File: src/rtl/dance_pattern_synth.sv
`default_nettype none
// ============================================================================
// Module   : dance_pattern_synth
// Brief    : Step-sequenced multi-voice tone/noise synthesiser with decaying
//            envelopes, difficulty-gated voices and a saturating sample mixer.
// Revision : 1.0 - initial release
// ============================================================================
module dance_pattern_synth #(
    parameter int N_VOICES      = 4,
    parameter int STEPS         = 16,
    parameter int STEP_TICKS    = 4166666,
    parameter int LOOPS_PER_LVL = 4,
    parameter int PERIOD_W      = 19,
    parameter int ENV_W         = 16,
    parameter int DECAY_DIV     = 8,
    parameter int AMP_SHIFT     = 9,
    parameter int OUT_W         = 32
) (
    input  logic                                            CLOCK_50,
    input  logic                                            reset_n,
    input  logic                                            enable,
    input  logic                                            pat_we,
    input  logic [$clog2((N_VOICES > 1) ? N_VOICES : 2)-1:0] pat_voice,
    input  logic [$clog2(STEPS)-1:0]                        pat_step,
    input  logic [PERIOD_W:0]                               pat_wdata,
    output logic [OUT_W-1:0]                                out_sample,
    output logic                                            out_valid,
    input  logic                                            out_ready,
    output logic [$clog2(STEPS)-1:0]                        step_idx,
    output logic                                            step_pulse,
    output logic [2:0]                                      level,
    output logic [N_VOICES-1:0]                             voice_active
);

    localparam int SIDX_W = $clog2(STEPS);
    localparam int TICK_W = $clog2((STEP_TICKS > 1) ? STEP_TICKS : 2);
    localparam int LOOP_W = $clog2((LOOPS_PER_LVL > 1) ? LOOPS_PER_LVL : 2);
    localparam int PRE_W  = $clog2((DECAY_DIV > 1) ? DECAY_DIV : 2);
    localparam int MIX_W  = OUT_W + 3;

    localparam logic [TICK_W-1:0] c_TICK_LAST = TICK_W'(STEP_TICKS - 1);
    localparam logic [LOOP_W-1:0] c_LOOP_LAST = LOOP_W'(LOOPS_PER_LVL - 1);
    localparam logic [PRE_W-1:0]  c_PRE_LAST  = PRE_W'(DECAY_DIV - 1);
    localparam logic [SIDX_W-1:0] c_STEP_LAST = SIDX_W'(STEPS - 1);
    localparam logic [2:0]        c_LVL_MAX   = 3'(N_VOICES - 1);
    localparam logic [15:0]       c_LFSR_SEED = 16'hACE1;

    localparam logic signed [MIX_W-1:0] c_SAT_MAX = {4'b0000, {(OUT_W-1){1'b1}}};
    localparam logic signed [MIX_W-1:0] c_SAT_MIN = {4'b1111, {(OUT_W-1){1'b0}}};

    // Sequencer state: START emits the step-0 pulse on the first enabled cycle.
    localparam logic [0:0] c_ST_START = 1'b0;
    localparam logic [0:0] c_ST_RUN   = 1'b1;

    logic [0:0]        r_state;
    logic [0:0]        w_state_nxt;
    logic              w_start_step;

    logic [TICK_W-1:0] r_tick;
    logic [SIDX_W-1:0] r_step_idx;
    logic              r_step_pulse;
    logic [LOOP_W-1:0] r_loop_cnt;
    logic [2:0]        r_level;
    logic [15:0]       r_lfsr;
    logic [PRE_W-1:0]  r_pre;
    logic              w_decay;

    logic [PERIOD_W:0]   r_pat  [N_VOICES][STEPS];
    logic [ENV_W-1:0]    r_env  [N_VOICES];
    logic [PERIOD_W-1:0] r_phase[N_VOICES];
    logic [PERIOD_W-1:0] r_period[N_VOICES];
    logic [N_VOICES-1:0] r_sign;
    logic [N_VOICES-1:0] r_mode;

    logic [PERIOD_W:0]   w_rd   [N_VOICES];
    logic [N_VOICES-1:0] w_unlocked;
    logic [N_VOICES-1:0] w_active;
    logic [N_VOICES-1:0] w_pos;
    logic [MIX_W-1:0]    w_amp  [N_VOICES];
    logic signed [MIX_W-1:0] w_sum;
    logic signed [MIX_W-1:0] w_sat;
    logic [OUT_W-1:0]    w_mix;

    logic [OUT_W-1:0]    r_sample;
    logic                r_valid;

    // ------------------------------------------------------------------
    // Sequencer FSM
    // ------------------------------------------------------------------
    always_ff @(posedge CLOCK_50 or negedge reset_n) begin
        if (!reset_n) begin
            r_state <= c_ST_START;
        end else begin
            r_state <= w_state_nxt;
        end
    end

    always_comb begin
        w_state_nxt = r_state;
        case (r_state)
            c_ST_START: if (enable) w_state_nxt = c_ST_RUN;
            default:    w_state_nxt = c_ST_RUN;
        endcase
    end

    always_comb begin
        w_start_step = 1'b0;
        if (r_state == c_ST_START) begin
            w_start_step = enable;
        end
    end

    // ------------------------------------------------------------------
    // Step timer, loop counter and difficulty level
    // ------------------------------------------------------------------
    always_ff @(posedge CLOCK_50 or negedge reset_n) begin
        if (!reset_n) begin
            r_tick       <= '0;
            r_step_idx   <= '0;
            r_step_pulse <= 1'b0;
            r_loop_cnt   <= '0;
            r_level      <= '0;
        end else if (!enable) begin
            r_step_pulse <= 1'b0;
        end else if (w_start_step) begin
            r_tick       <= '0;
            r_step_pulse <= 1'b1;
        end else if (r_tick == c_TICK_LAST) begin
            r_tick       <= '0;
            r_step_idx   <= r_step_idx + 1'b1;
            r_step_pulse <= 1'b1;
            if (r_step_idx == c_STEP_LAST) begin
                if (r_loop_cnt == c_LOOP_LAST) begin
                    r_loop_cnt <= '0;
                    if (r_level < c_LVL_MAX) begin
                        r_level <= r_level + 1'b1;
                    end
                end else begin
                    r_loop_cnt <= r_loop_cnt + 1'b1;
                end
            end
        end else begin
            r_tick       <= r_tick + 1'b1;
            r_step_pulse <= 1'b0;
        end
    end

    // ------------------------------------------------------------------
    // Noise source and shared envelope prescaler
    // ------------------------------------------------------------------
    always_ff @(posedge CLOCK_50 or negedge reset_n) begin
        if (!reset_n) begin
            r_lfsr <= c_LFSR_SEED;
            r_pre  <= '0;
        end else if (enable) begin
            r_lfsr <= {r_lfsr[14:0], r_lfsr[15] ^ r_lfsr[13] ^ r_lfsr[12] ^ r_lfsr[10]};
            r_pre  <= (r_pre == c_PRE_LAST) ? '0 : r_pre + 1'b1;
        end
    end

    assign w_decay = enable && (r_pre == c_PRE_LAST);

    // ------------------------------------------------------------------
    // Pattern store: reads during the trigger cycle see pre-write contents
    // ------------------------------------------------------------------
    always_ff @(posedge CLOCK_50 or negedge reset_n) begin
        if (!reset_n) begin
            for (int v = 0; v < N_VOICES; v++) begin
                for (int s = 0; s < STEPS; s++) begin
                    r_pat[v][s] <= '0;
                end
            end
        end else if (pat_we && (int'(pat_voice) < N_VOICES)) begin
            r_pat[pat_voice][pat_step] <= pat_wdata;
        end
    end

    always_comb begin
        for (int v = 0; v < N_VOICES; v++) begin
            w_rd[v]       = r_pat[v][r_step_idx];
            w_unlocked[v] = (int'(r_level) >= v);
            w_active[v]   = (r_env[v] != '0);
        end
    end

    // ------------------------------------------------------------------
    // Voices: trigger, square-wave phase and envelope decay
    // ------------------------------------------------------------------
    always_ff @(posedge CLOCK_50 or negedge reset_n) begin
        if (!reset_n) begin
            for (int v = 0; v < N_VOICES; v++) begin
                r_env[v]    <= '0;
                r_phase[v]  <= '0;
                r_period[v] <= '0;
            end
            r_sign <= '0;
            r_mode <= '0;
        end else begin
            for (int v = 0; v < N_VOICES; v++) begin
                if (!w_unlocked[v]) begin
                    r_env[v] <= '0;
                end else if (r_step_pulse && (w_rd[v][PERIOD_W-1:0] != '0)) begin
                    r_env[v]    <= '1;
                    r_phase[v]  <= '0;
                    r_sign[v]   <= 1'b1;
                    r_mode[v]   <= w_rd[v][PERIOD_W];
                    r_period[v] <= w_rd[v][PERIOD_W-1:0];
                end else if (enable) begin
                    if (r_phase[v] == r_period[v] - 1'b1) begin
                        r_phase[v] <= '0;
                        r_sign[v]  <= ~r_sign[v];
                    end else begin
                        r_phase[v] <= r_phase[v] + 1'b1;
                    end
                    if (w_decay && (r_env[v] != '0)) begin
                        r_env[v] <= r_env[v] - 1'b1;
                    end
                end
            end
        end
    end

    // ------------------------------------------------------------------
    // Mixer: wide signed accumulation, then clamp to the output range
    // ------------------------------------------------------------------
    always_comb begin
        w_sum = '0;
        for (int v = 0; v < N_VOICES; v++) begin
            w_amp[v] = {{(MIX_W-ENV_W){1'b0}}, r_env[v]} << AMP_SHIFT;
            w_pos[v] = r_mode[v] ? r_lfsr[0] : r_sign[v];
            w_sum    = w_pos[v] ? (w_sum + $signed(w_amp[v])) : (w_sum - $signed(w_amp[v]));
        end
        if (w_sum > c_SAT_MAX) begin
            w_sat = c_SAT_MAX;
        end else if (w_sum < c_SAT_MIN) begin
            w_sat = c_SAT_MIN;
        end else begin
            w_sat = w_sum;
        end
        w_mix = enable ? w_sat[OUT_W-1:0] : '0;
    end

    // ------------------------------------------------------------------
    // Output register with valid/ready hold
    // ------------------------------------------------------------------
    always_ff @(posedge CLOCK_50 or negedge reset_n) begin
        if (!reset_n) begin
            r_sample <= '0;
            r_valid  <= 1'b0;
        end else if (!r_valid || out_ready) begin
            r_sample <= w_mix;
            r_valid  <= 1'b1;
        end
    end

    assign out_sample   = r_sample;
    assign out_valid    = r_valid;
    assign step_idx     = r_step_idx;
    assign step_pulse   = r_step_pulse;
    assign level        = r_level;
    assign voice_active = w_active;

endmodule
`default_nettype wire
File: config.mk
export PLATFORM = sky130hd
export DESIGN_NAME = dance_pattern_synth
export DESIGN_NICKNAME = d
export VERILOG_FILES = /design/src/rtl/dance_pattern_synth.sv
export SDC_FILE = /design/constraint.sdc
export NUM_CORES = 2
export LEC_CHECK = 0
export BUFFER_PORTS_ARGS = -buffer_cell sky130_fd_sc_hd__buf_2
export CORE_MARGIN = 2
export CORE_UTILIZATION = 50
export DETAILED_ROUTE_END_ITERATION = 7
export GPL_TIMING_DRIVEN = 0
export PLACE_DENSITY = 0.66
export SLEW_MARGIN = 20
export SYNTH_ARGS = -nofsm -noshare
export SYNTH_HDL_FRONTEND = slang
export SYNTH_SLANG_ARGS = --single-unit
File: constraint.sdc
create_clock -name CLOCK_50 -period 8.85 [get_ports CLOCK_50]
set_input_delay 0.885 -clock CLOCK_50 [delete_from_list [all_inputs] [get_ports CLOCK_50]]
set_output_delay 0.885 -clock CLOCK_50 [all_outputs]
set_load 0.02 [all_outputs]
==> reports/results.ini <==
[power]
swShare_pct = 32.3
switchingPower_mw = 7.59
total_power_mw = 23.5
pwr-share-clk_pct = 31.7
seq_power_share_pct = 37.5
leakage_nw = 39.8
internal_power_mw = 15.9
p_per_area_mw_per_mm2 = 265
irDropWorstVdd_uv = 337
combPwrFrac_pct = 30.8

[sta]
max_freq_mhz = 122
fin_setup_tns_ns = 0
worstMarginPinSlew_ns = 1.23
hold_viol = 0
fin_skew_ns = 0.0738
min_period_ns = 8.22
post-route-period-util_pct = 92.9
relSlewSlack_pct = 18.0
slew_viol_final = 0
whs_ns = 0.490
grt_setup_unrepaired = false
setup_viol = 0

[cts]
cts_setup_buffers = 0
clock_path_buffers = 3
clk_latency_ns = 0.83
root_buffer = clkbuf_16
cts_max_level = 4
cts_buffers = 169
tritoncts = done
cts.sinks = 1581
clk_pin_slew_ns = 0.06

[die]
start_util_pct = 50.3
die_h_um = 403
rows = 146
ios = 76
core-area_sq_mm = 0.158
dieArea_sq_mm = 0.162
die_x_um = 403

[placed_design]
numPlacedInstances = 8212
gp_congestion = 1.02
port_buffers = 53
hpwl_um = 170000

[final_layout]
fin_cells = 8533
nFillCells = 12900
fin_util_pct = 56.1
fin_nets = 6443
syn_to_final_growth_pct = 11.7
drive_gt1_share_pct = 34.7

[logic_synthesis]
ys_top_cells_by_area = dfrtp_1 50%, mux2_2 19%, mux4_2 9.3%
synth.most_common_cell = dfrtp_1
synth_nets = 6201
syn_inst = 6069
synth_seq_cells = 1581
synth_top_area_share_pct = 49.5
yosysTopAreaCell = dfrtp_1
yosys-top-cells-count = 1573 x dfrtp_1, 1373 x mux2_2, 327 x mux4_2
ys.flop_type = dfrtp_1
mappedNetlistArea_sq_mm = 0.0795
ys_warn_count = 0
synth-edff-count = 0
synth_cell_type_count = 91
syn_avg_cell_area_sq_um = 13.1
async_flop_share_pct = 100
yosysSeqAreaShare_pct = 49.8

[critical_path]
critical_path_buf_inv_count = 4
required_ns = 9.52
max_stage_delay_ns = 0.63
critical_path.slowest_cell = or4b_2
r2r_setup_slack_ns = 0.63
start_kind = flop
reg2reg_to = out_sample[21]
worstReg2RegStart = r_env[50]
critPathCaptureType = flop
cp.depth = 32
crit_family = compound AO/OA/AOI/OAI gates
crit_arrival_ns = 8.90
critPathMaxFanout = 10
rr_worst_depth = 32
cp-startpoint = r_env[50]
critical_path_class = flop to flop
crit_top_cell = a21o_1
setup.worst_path.end = out_sample[21]

[routing]
vias = 52500
drt_pass1_iterations = 5
wl_um = 236000
drt_iter0_drc = 4363
ant_nets = 0
drc = 0
wire_per_inst_um = 27.7
via_per_inst = 6.16

[outcome]
status = complete, no violations

[min_path]
hp-class = flop to flop
min_from = r_state
holdPathStages = 2

[grt]
gr-usage-all-layers_pct = 29.3
grt_max_degree = 136
grt_remaining_overflow = 0
antenna_found_initial = 25
grt_pass1_vias = 53000
grt_pass1_wl_um = 351000

[run]
drv_cap = 0

[metal layers]
layer / vias up / part of all wire [%] / track usage, %
li1: 22700 / - / -
met1: 27500 / 42 / 39.9
met2: 1825 / 45 / 45.1
met3: 469 / 8.2 / 7.24
met4: 22 / 4.4 / 11.8
met5: - / 0.061 / 0
[cells by family after synthesis]
group | Yosys count | synth area share, %
mux | 1837 | 30.4
flops | 1581 | 49.8
simple gates | 1046 | 6.50
compound gates | 643 | 5.12
buf+inv | 548 | 3.09
xor+xnor | 311 | 3.44
fa+ha+maj | 102 | 1.63
other cells | 1 | 0.00472
[area by class of cell]
class	count	area (sq um)	area share [%]
well taps	2072	2590	2.92
inverters	70	263	0.296
multi-input cells	3940	37500	42.2
plain buffers	477	2210	2.49
flip-flops and latches	1581	39600	44.6
clock buffers	248	5000	5.63
diodes	9	22.5	0.0254
clock inverters	64	901	1.01
repair buffers	72	746	0.840
[state kept, by name (all words and copies together), names as in the netlist]
| name | flops |
|---|---|
| r_mode | 4 |
| step_idx | 4 |
| level | 3 |
| r_tick | 22 |
| out_sample | 24 |
| r_loop_cnt | 2 |
| r_pre | 3 |
| r_sign | 4 |
| r_period | 76 |
| out_valid | 1 |
| step_pulse | 1 |
| r_lfsr | 16 |
| r_phase | 76 |
| r_state | 1 |
| r_env | 64 |
| r_pat | 1280 |
[layout by cell type (no fill, tap or decap), drive strengths merged, types with 24 or more instances in the layout]
| cell type | netlist | layout |
|---|---|---|
| buf | 176 | 247 |
| a221o | 24 | 24 |
| nand4 | 28 | 28 |
| o21ai | 184 | 184 |
| or3 | 29 | 29 |
| a211oi | 48 | 48 |
| nor4 | 52 | 52 |
| xnor2 | 187 | 187 |
| nor2 | 283 | 283 |
| mux4 | 327 | 327 |
| nand2 | 272 | 272 |
| nand2b | 35 | 35 |
| ha | 98 | 98 |
| nor3 | 87 | 87 |
| a21o | 57 | 57 |
| mux2i | 136 | 136 |
| xor2 | 123 | 123 |
| mux2 | 1374 | 1374 |
| nand3 | 83 | 83 |
| o31ai | 26 | 26 |
| inv | 70 | 73 |
| clkinv | 0 | 42 |
| dfrtp | 1573 | 1573 |
| and3 | 44 | 44 |
| a21oi | 183 | 183 |
| clkbuf | 302 | 549 |
| nor2b | 40 | 40 |
[what timing repair did]
| action | CTS | global route |
|---|---|---|
| hold buffers | 1 | 0 |
| gates resized for setup | 0 | 5 |
| endpoints found under the setup margin | 0 | 24 |
| hold endpoints to repair | 33 | 0 |
[worst register-to-register path: cells and delay by family, from the launching register on]
kind	cells	cell delay, ns
XOR/XNOR	2	0.41
AO/OA/AOI/OAI	14	3.03
flip-flops	1	0.35
adder cells (fa/ha/maj)	3	0.92
buffers and inverters	4	0.87
AND/OR/NAND/NOR	9	2.48
[stage by stage]
step                      cell area [sq um]  worst slack, ns
after floorplan                       79500             1.66
after global placement                82400           -27.62
after detailed placement              82900           0.0766
after CTS                             88800           0.0364
after global routing                  88800           0.0238
final                                 88800            0.627
[power groups by stage]
stage | logic [mW] | clock network [mW] | registers, mW
detailed placement | 7.17 | 0 | 8.90
global route | 7.91 | 7.85 | 8.92
floorplan | 5.37 | 0 | 8.78
global placement | 7.00 | 0 | 8.89
CTS | 7.22 | 7.53 | 8.78
finish | 7.25 | 7.45 | 8.81
[worst min-delay path by stage]
stage                      end  slack (ns)
finish                 r_state        0.49
global route        r_pat[106]        0.50
CTS                    r_state        0.49
detailed placement     r_state        0.47
global placement       r_state        0.46
floorplan              r_state        0.44
(Power assumes the default switching activity.)
